`src/rtl/divisor_seq_8bits.sv`:
```
// -----------------------------------------------------------------------------
// divisor_seq_8bits
// Sequential 8-bit unsigned restoring divider. One quotient bit is resolved per
// clock in CALC, dividend MSB first, so a division takes 9 cycles from the
// accepted start to the done pulse.
//
// Ports
//   clk        : single clock, rising-edge active
//   rst_n      : synchronous active-low reset
//   start      : begin a division (only looked at in IDLE)
//   dividendo  : 8-bit unsigned dividend, captured on accepted start
//   divisor    : 8-bit unsigned divisor, captured on accepted start
//   busy       : high while the iteration state is active
//   done       : one-cycle pulse when results are ready
//   quociente  : registered quotient, held until the next accepted start
//   resto      : registered remainder, held until the next accepted start
//   div_zero   : registered divide-by-zero flag
//
// Build option
//   DIV_ZERO_CHECK_EN : when defined, a zero divisor skips the iteration phase
//                       and reports div_zero=1, quociente=8'hFF,
//                       resto=dividendo one cycle after start. When undefined,
//                       div_zero stays 0 and a zero divisor runs the normal
//                       path, which naturally yields 8'hFF / dividendo.
//
// Also contains subtrator_8bits, the single trial subtractor of the datapath.
// -----------------------------------------------------------------------------

module subtrator_8bits (
   input  logic [7:0] a,
   input  logic [7:0] b,
   output logic [7:0] diff,
   output logic       cout
);
   logic [8:0] sum_s;

   // Two's-complement subtraction; cout=1 means no borrow (a >= b).
   assign sum_s = {1'b0, a} + {1'b0, ~b} + 9'd1;
   assign diff  = sum_s[7:0];
   assign cout  = sum_s[8];
endmodule

module divisor_seq_8bits (
   input  logic       clk,
   input  logic       rst_n,
   input  logic       start,
   input  logic [7:0] dividendo,
   input  logic [7:0] divisor,
   output logic       busy,
   output logic       done,
   output logic [7:0] quociente,
   output logic [7:0] resto,
   output logic       div_zero
);
   typedef enum logic [1:0] {
      IDLE = 2'd0,
      CALC = 2'd1,
      DONE = 2'd2
   } state_t;

   state_t     state_r;
   logic [7:0] dividend_r;  // shifts left, MSB feeds the partial remainder
   logic [7:0] divisor_r;
   logic [7:0] rem_r;
   logic [6:0] quo_r;       // only 7 bits kept; the 8th lands directly in quociente
   logic [2:0] cnt_r;

   logic [8:0] shifted_s;
   logic [7:0] trial_s;
   logic       cout_s;
   logic       accept_s;
   logic [7:0] rem_next_s;
   logic [7:0] quo_next_s;
   logic       zero_skip_s;

   assign shifted_s = {rem_r, dividend_r[7]};

   subtrator_8bits u_sub (
      .a    (shifted_s[7:0]),
      .b    (divisor_r),
      .diff (trial_s),
      .cout (cout_s)
   );

   // A set bit 8 means the shifted value is >= 256 and so always exceeds the
   // divisor, even though the 8-bit subtractor reports a borrow.
   assign accept_s = shifted_s[8] | cout_s;

`ifdef DIV_ZERO_CHECK_EN
   assign zero_skip_s = (divisor == 8'd0);
`else
   assign zero_skip_s = 1'b0;
`endif

   // Restore-or-accept selection for the next partial remainder and quotient.
   always_comb begin
      rem_next_s = shifted_s[7:0];
      quo_next_s = {quo_r, 1'b0};
      if (accept_s) begin
         rem_next_s = trial_s;
         quo_next_s = {quo_r, 1'b1};
      end else begin
         rem_next_s = shifted_s[7:0];
         quo_next_s = {quo_r, 1'b0};
      end
   end

   // Control FSM and datapath registers, including all registered outputs.
   always_ff @(posedge clk) begin
      if (!rst_n) begin
         state_r    <= IDLE;
         dividend_r <= 8'd0;
         divisor_r  <= 8'd0;
         rem_r      <= 8'd0;
         quo_r      <= 7'd0;
         cnt_r      <= 3'd0;
         busy       <= 1'b0;
         done       <= 1'b0;
         quociente  <= 8'd0;
         resto      <= 8'd0;
         div_zero   <= 1'b0;
      end else begin
         case (state_r)
            IDLE: begin
               done <= 1'b0;
               if (start) begin
                  dividend_r <= dividendo;
                  divisor_r  <= divisor;
                  rem_r      <= 8'd0;
                  quo_r      <= 7'd0;
                  cnt_r      <= 3'd7;
                  if (zero_skip_s) begin
                     state_r   <= DONE;
                     busy      <= 1'b0;
                     done      <= 1'b1;
                     div_zero  <= 1'b1;
                     quociente <= 8'hFF;
                     resto     <= dividendo;
                  end else begin
                     state_r  <= CALC;
                     busy     <= 1'b1;
                     div_zero <= 1'b0;
                  end
               end else begin
                  busy <= 1'b0;
               end
            end
            CALC: begin
               dividend_r <= {dividend_r[6:0], 1'b0};
               rem_r      <= rem_next_s;
               quo_r      <= quo_next_s[6:0];
               if (cnt_r == 3'd0) begin
                  state_r   <= DONE;
                  busy      <= 1'b0;
                  done      <= 1'b1;
                  quociente <= quo_next_s;
                  resto     <= rem_next_s;
               end else begin
                  cnt_r <= cnt_r - 3'd1;
               end
            end
            DONE: begin
               state_r <= IDLE;
               busy    <= 1'b0;
               done    <= 1'b0;
            end
            default: begin
               state_r <= IDLE;
               busy    <= 1'b0;
               done    <= 1'b0;
            end
         endcase
      end
   end
endmodule

```
`config.mk`:
```
export PLATFORM = sky130hd
export DESIGN_NAME = divisor_seq_8bits
export DESIGN_NICKNAME = d
export VERILOG_FILES = /design/src/rtl/divisor_seq_8bits.sv
export SDC_FILE = /design/constraint.sdc
export NUM_CORES = 1
export LEC_CHECK = 0
export ABC_AREA = 1
export CAP_MARGIN = 30
export CORE_ASPECT_RATIO = 0.6
export CORE_MARGIN = 5
export CORE_UTILIZATION = 49
export DETAILED_ROUTE_END_ITERATION = 12
export PLACE_DENSITY = 0.83
export SYNTH_ARGS = -nofsm -noshare
export SYNTH_HDL_FRONTEND = slang
export SYNTH_SLANG_ARGS = --single-unit
```
`constraint.sdc`:
```
create_clock -name clk -period 1.81 [get_ports clk]
set_clock_uncertainty 0.1 [all_clocks]
set_input_delay 0.362 -clock clk [delete_from_list [all_inputs] [get_ports clk]]
set_output_delay 0.362 -clock clk [all_outputs]
set_load 0.005 [all_outputs]
```
# After elaboration in Yosys (flattened, before gate mapping)
# Cells that the tools add are included.
dict set report totals {
  ff_bits 54
  inputBits 19
  output_inout_bits 19
  word_cells 45
}
dict set report classes {
  n_addsub 3
  eq_ne 4
  mux 17
  bitwise 2
  reduce_logical 9
}
# operator count
set op_table {}
lappend op_table {{$pmux W8 S2} 2}
lappend op_table {{$mux W8} 3}
lappend op_table {{$pmux W7 S2} 1}
lappend op_table {{$reduce_and A2 Y1} 5}
lappend op_table {{$add A8 B8 Y9} 1}
lappend op_table {{$add A9 B1 Y9 const B} 1}
lappend op_table {{$not A8 Y8} 1}
lappend op_table {{$mux W7} 1}
lappend op_table {{$mux W3} 2}
lappend op_table {{$ne A2 B2 Y1 const B} 3}
lappend op_table {{$pmux W3 S2} 1}
lappend op_table {{$mux W2} 2}
lappend op_table {{$pmux W2 S2} 1}
lappend op_table {{$logic_not A3 Y1} 1}
lappend op_table {{$mux W1} 3}
lappend op_table {{$reduce_and A3 Y1} 1}
lappend op_table {{$sub A3 B1 Y3 const B} 1}
lappend op_table {{$eq A2 B1 Y1 const B} 1}
lappend op_table {{$logic_not A2 Y1} 1}
lappend op_table {{$pmux W1 S2} 1}
lappend op_table {{$reduce_bool A2 Y1} 1}
lappend op_table {{$or A1 B1 Y1} 1}

# Longest topological paths before layout
dict set report logic_depth {
  ltp_word 6
  ltp_mapped 13
}

# Hierarchy
# From an unflattened synthesis, not the netlist that was laid out.
dict set report unflattened {
  cells_unflattened 380
  area_unflattened_um2 2631.3
}
# module instances cells_per_inst area_each_um2 seq_area_each_um2
set modules_own_cells {}
lappend modules_own_cells {divisor_seq_8bits 1 308 2223.4 1081.0}
lappend modules_own_cells {subtrator_8bits 1 72 407.9 0.0}

# Worst setup path before layout
# OpenSTA, ideal clock, no wires.
dict set report synth_timing {
  kind {register to register}
  from {register dividend_r[7]}
  to {register resto[7]}
  setup_time_ps 56
  arrival_time_ps 1601
  required_ps 1654
  setup_slack_ps 53
  stages_incl_launch_ff 14
  n_path_buf 0
  synth_period_minus_slack_ps 1757
  path_cell_list {dfxtp_1 -> inv_1 -> ha_1 -> inv_1 -> fa_1 -> nand2_1 -> nand2_1 -> nand3_2 -> nand3_4 -> inv_4 -> nand2_1 -> nand3_1 -> nand2_1 -> inv_1}
}
dict set report synth_via {
  elab_chain_cells 4
}
# element line
set synth_lines {}
lappend synth_lines {{start, declared} 62} ;# logic [7:0] dividend_r;
lappend synth_lines {{start signal, assigned} 127} ;# dividend_r <= dividendo;
lappend synth_lines {{start signal, assigned} 149} ;# dividend_r <= {dividend_r[6:0], 1'b0};
lappend synth_lines {{$add A8 B8 Y9 (*)} 38} ;# assign sum_s = {1'b0, a} + {1'b0, ~b} + 9'd1;
lappend synth_lines {{$add A9 B1 Y9 (*)} 38}
lappend synth_lines {{$or A1 B1 Y1} 87} ;# assign accept_s = shifted_s[8] | cout_s;
lappend synth_lines {{$mux W8 (*)} 99} ;# if (accept_s) begin
lappend synth_lines {{end signal, assigned} 138} ;# resto <= dividendo;
lappend synth_lines {{end signal, assigned} 157} ;# resto <= rem_next_s;
lappend synth_lines {{end, declared} 52} ;# output logic [7:0] resto,
# Mark *: on every way between the ends. The rest lies on a longest branch, timed or not.
# A chain may end at the register's enable or synchronous reset.

# Worst setup path in the final report
dict set report layout_timing {
  from {register rem_r[5]}
  to {register resto[3]}
}
dict set report layout_via {
  elab_chain_cells 4
}
# element line
set layout_lines {}
lappend layout_lines {{start, declared} 64} ;# logic [7:0] rem_r;
lappend layout_lines {{start signal, assigned} 150} ;# rem_r <= rem_next_s;
lappend layout_lines {{$add A8 B8 Y9} 38}
lappend layout_lines {{$add A9 B1 Y9} 38}
lappend layout_lines {{$or A1 B1 Y1} 87}
lappend layout_lines {{$mux W8} 99}
# Every way passes these cells.

==> metrics.txt <==
RR Startpoint=rem_r[5]$_SDFFE_PN0P_; post-DP HPWL=~4200 um; WHS Path Cells=1; mux cell area share after synthesis=0%; WP data required=~1.9 ns; PortBufs=36; DRC Markers=0; Initial DRC Count=about 120; main combinational cell family by area after synthesis=simple AND/OR/NAND/NOR gates; post-synth top area share=41.7%; Final Routed Wirelength=6040 um; fillers=between 400 and 500; I/O Pins=38; Critical R2R Capture=resto[3]$_SDFFE_PN0P_; xor and xnor area share after synthesis=less than 1%; vias in the first global route=between 2k and 2.5k; # hold bufs at CTS=0; adder-cell area share of the yosys netlist=about 5.6%; WP depth=9; layout cell share with drive strength beyond 1=21.4%; Via density=5.01; Worst EP arrival=roughly 2 ns; worst reg2reg setup slack=-0.05 ns; TritonRoute pass-1 iters=5; pin count of the biggest net entering global routing=32; wire length of the first global-routing pass=about 10000 um; final setup violating endpoints=18; Static Leak=between 0.0015 and 0.002 uW; routability cong.=a little over 0.9; DIE WIDTH=around 100 um; final core occ=between 60% and 70%; antenna-violating nets left=0; Worst-Skew Late Latency=0.31 ns; simple-gate share of the synthesized area=between 30% and 40%; unrepaired setup endpoints after global routing=yes; crit share post-route=103%; yosys warns=0; FF-to-FF path depth=9; CP Capture Type=register; routed vias=approximately 2.3k; Hold Startpoint=cnt_r[0]$_SDFFE_PN0P_; Initial Util=~51%; Core Region=5080 um2; syn nets=between 300 and 400; Hold EP=cnt_r[0]$_SDFFE_PN0P_; root buf cell=clkbuf_8; violated checks=setup timing; final net count=430; worst setup margin=-0.0498 ns; Top Family by Delay on Critical Path=simple AND/OR/NAND/NOR gates; met1 GRT Util=approximately a quarter; Total Power=approximately 3200 uW; met3 layer usage reported by global route=between 4 and 5%; post-synthesis sequential area ratio=41.7%; Mapped Avg Cell Area=about 7.4 um2; critical path's slowest cell=dfxtp_1; leading post-synthesis cells by cell area=dfxtp_1, nand2_1, inv_1; Compound-Gate Fraction of Synth Area=between 10 and 15%; CP peak stage delay=approximately 0.47 ns; cell row count=20; Num CTS Buffers=5; fmax=538 MHz; n_diodes=0; max_cap viols=0; H-tree Lvls=2; Tmin final=approximately 1.9 ns; mapped cell area=approximately 2600 um2; CP Class=reg2reg; grt ovf=0; full die area=6890 um2; cell breakdown of the critical path=ha_4 > nand2_1 > inv_1 > a21oi_4 > nand3_2 > nand2_2 > nand3_2 > nand2_1 > inv_1; Crit Path Max Fanout=5; crit start category=register; CTS sink count=between 50 and 60; VDD IR max=approximately 0.00039 V; CTS clock-pin slew for the worst setup and hold paths=about 0.1 ns; initial antenna violation count=0; min-delay worst type=reg2reg; Fin. Hold Viols=0; total track usage=17.8%; Cell variety after synth=34; number of synthesized register bits=54; Area Overhead vs Synth=31.5%; worst path bufs/invs=2; gate count of the mapped netlist=roughly 350; Slew Limit Fails=0; busiest grt layer=met2; CTS tree=yes; clk buf depth=2; status=complete, but fails checks; power per cell area=about 900 nW/um2; leading area contributor after synthesis=dfxtp_1; chip height=approximately 66 um; wire per inst=about 13 um; GR Util met2=between 20% and 30%
## stage by stage
| step | hold slack, ns | area [um2] | setup WS (ns) | std cells | TNS (ns) |
|---|---|---|---|---|---|
| floorplan | 0.303 | 2590 | 0.0529 | 349 | 0 |
| global placement | 0.310 | 3070 | -0.0530 | 454 | -0.222 |
| detailed placement | 0.322 | 3070 | -0.139 | 454 | -1.65 |
| CTS | 0.336 | 3310 | -0.0401 | 465 | -0.383 |
| global route | 0.369 | 3410 | -0.149 | 467 | -2.25 |
| finish | 0.339 | 3410 | -0.0498 | 467 | -0.406 |
## where the power goes
group | switching, uW | internal, uW
registers | 59.5 | 1290
clock network | 414 | 280
logic | 659 | 457
total | 1130 | 2020
## flip-flops by register name, summed over array words and instances (netlist names)
register / count
quociente: 8
resto: 8
busy: 1
cnt_r: 3
rem_r: 8
dividend_r: 8
done: 1
state_r: 2
quo_r: 7
divisor_r: 8
## layout make-up
| cell class | instances | area (um2) | area share [%] |
|---|---|---|---|
| clock buffers | 5 | 68.8 | 2.02 |
| clock inverters | 3 | 25.0 | 0.734 |
| inverters | 51 | 199 | 5.84 |
| multi-input cells | 234 | 1440 | 42.2 |
| flip-flops and latches | 54 | 1090 | 31.9 |
| well taps | 66 | 82.6 | 2.42 |
| repair buffers | 53 | 500 | 14.7 |
| repair inverters | 1 | 6.26 | 0.184 |
## worst max-delay path by stage
| stage | slack (ns) | end | start |
|---|---|---|---|
| 2_1_floorplan | 0.05 | resto[7]$_SDFFE_PN0P_ | dividend_r[7]$_SDFFE_PN0P_ |
| 3_3_place_gp | -0.05 | resto[2]$_SDFFE_PN0P_ | dividend_r[7]$_SDFFE_PN0P_ |
| 3_5_place_dp | -0.14 | resto[7]$_SDFFE_PN0P_ | dividend_r[7]$_SDFFE_PN0P_ |
| 4_1_cts | -0.04 | rem_r[7]$_SDFFE_PN0P_ | dividend_r[7]$_SDFFE_PN0P_ |
| 5_1_grt | -0.15 | rem_r[3]$_SDFFE_PN0P_ | divisor_r[5]$_SDFFE_PN0P_ |
| 6_report | -0.05 | resto[3]$_SDFFE_PN0P_ | rem_r[5]$_SDFFE_PN0P_ |
## synthesized netlist by cell type
| library cell | instances |
|---|---|
| ha_1 | 10 |
| o22ai_1 | 6 |
| or2_0 | 1 |
| nor3_1 | 1 |
| xor2_1 | 1 |
| conb_1 | 1 |
| a31oi_1 | 7 |
| a221oi_1 | 1 |
| buf_2 | 3 |
| nand2_4 | 1 |
| nor2_1 | 29 |
| buf_1 | 1 |
| o21ai_0 | 17 |
| inv_4 | 1 |
| nand4_1 | 1 |
| a21oi_1 | 19 |
| nand2_2 | 1 |
| nand3_1 | 22 |
| o21a_1 | 1 |
| inv_1 | 45 |
| a21oi_2 | 1 |
| nand3_4 | 1 |
| or2_4 | 2 |
| fa_1 | 1 |
| xnor2_1 | 1 |
| nor2_8 | 3 |
| nor2_4 | 3 |
| buf_6 | 3 |
| nand2_1 | 99 |
| inv_2 | 5 |
| nand3b_1 | 2 |
| buf_4 | 4 |
| nand3_2 | 1 |
| dfxtp_1 | 54 |
## cells by family after synthesis
kind of cell | after synthesis
AO/OA/AOI/OAI | 52
flip-flops | 54
other | 1
AND/OR/NAND/NOR | 167
buffers and inverters | 62
adder cells (fa/ha/maj) | 11
XOR/XNOR | 2
## layout by cell type (no fill, tap or decap), types with 3 or more instances in the layout
cell type	count
nand2_1	82
dfxtp_1	49
inv_1	43
clkdlybuf4s50_1	36
nor2_1	28
a21oi_1	19
o21ai_0	17
buf_4	16
nand3_2	12
nand3_1	11
nand2_2	10
nand2_4	9
inv_2	7
a31oi_1	7
ha_1	7
o22ai_1	6
clkbuf_8	5
dfxtp_2	5
nor2_8	3
nor2_4	3
ha_4	3
## repair_timing
action                                  in CTS  in global routing
gates resized for setup                     35                 19
buffers inserted                             1                  2
endpoints found under the setup margin      16                 18
hold endpoints to repair                     0                  0
cloned                                       2                  0
pin swaps                                   10                  4
## worst register-to-register path: stages (launching register included)
cell     delay [ns]
dfxtp_1        0.47
ha_4           0.26
nand2_1        0.11
inv_1          0.09
a21oi_4        0.21
nand3_2        0.19
nand2_2        0.15
nand3_2        0.09
nand2_1        0.07
inv_1          0.04
## routing by layer
layer	wire (um)	up-vias	part of all wire, %
met1	2910	1028	48
met4	93	0	1.5
met2	2540	94	42
met5	0	-	0
li1	-	1207	-
met3	501	10	8.3
(Power assumes the default switching activity.)
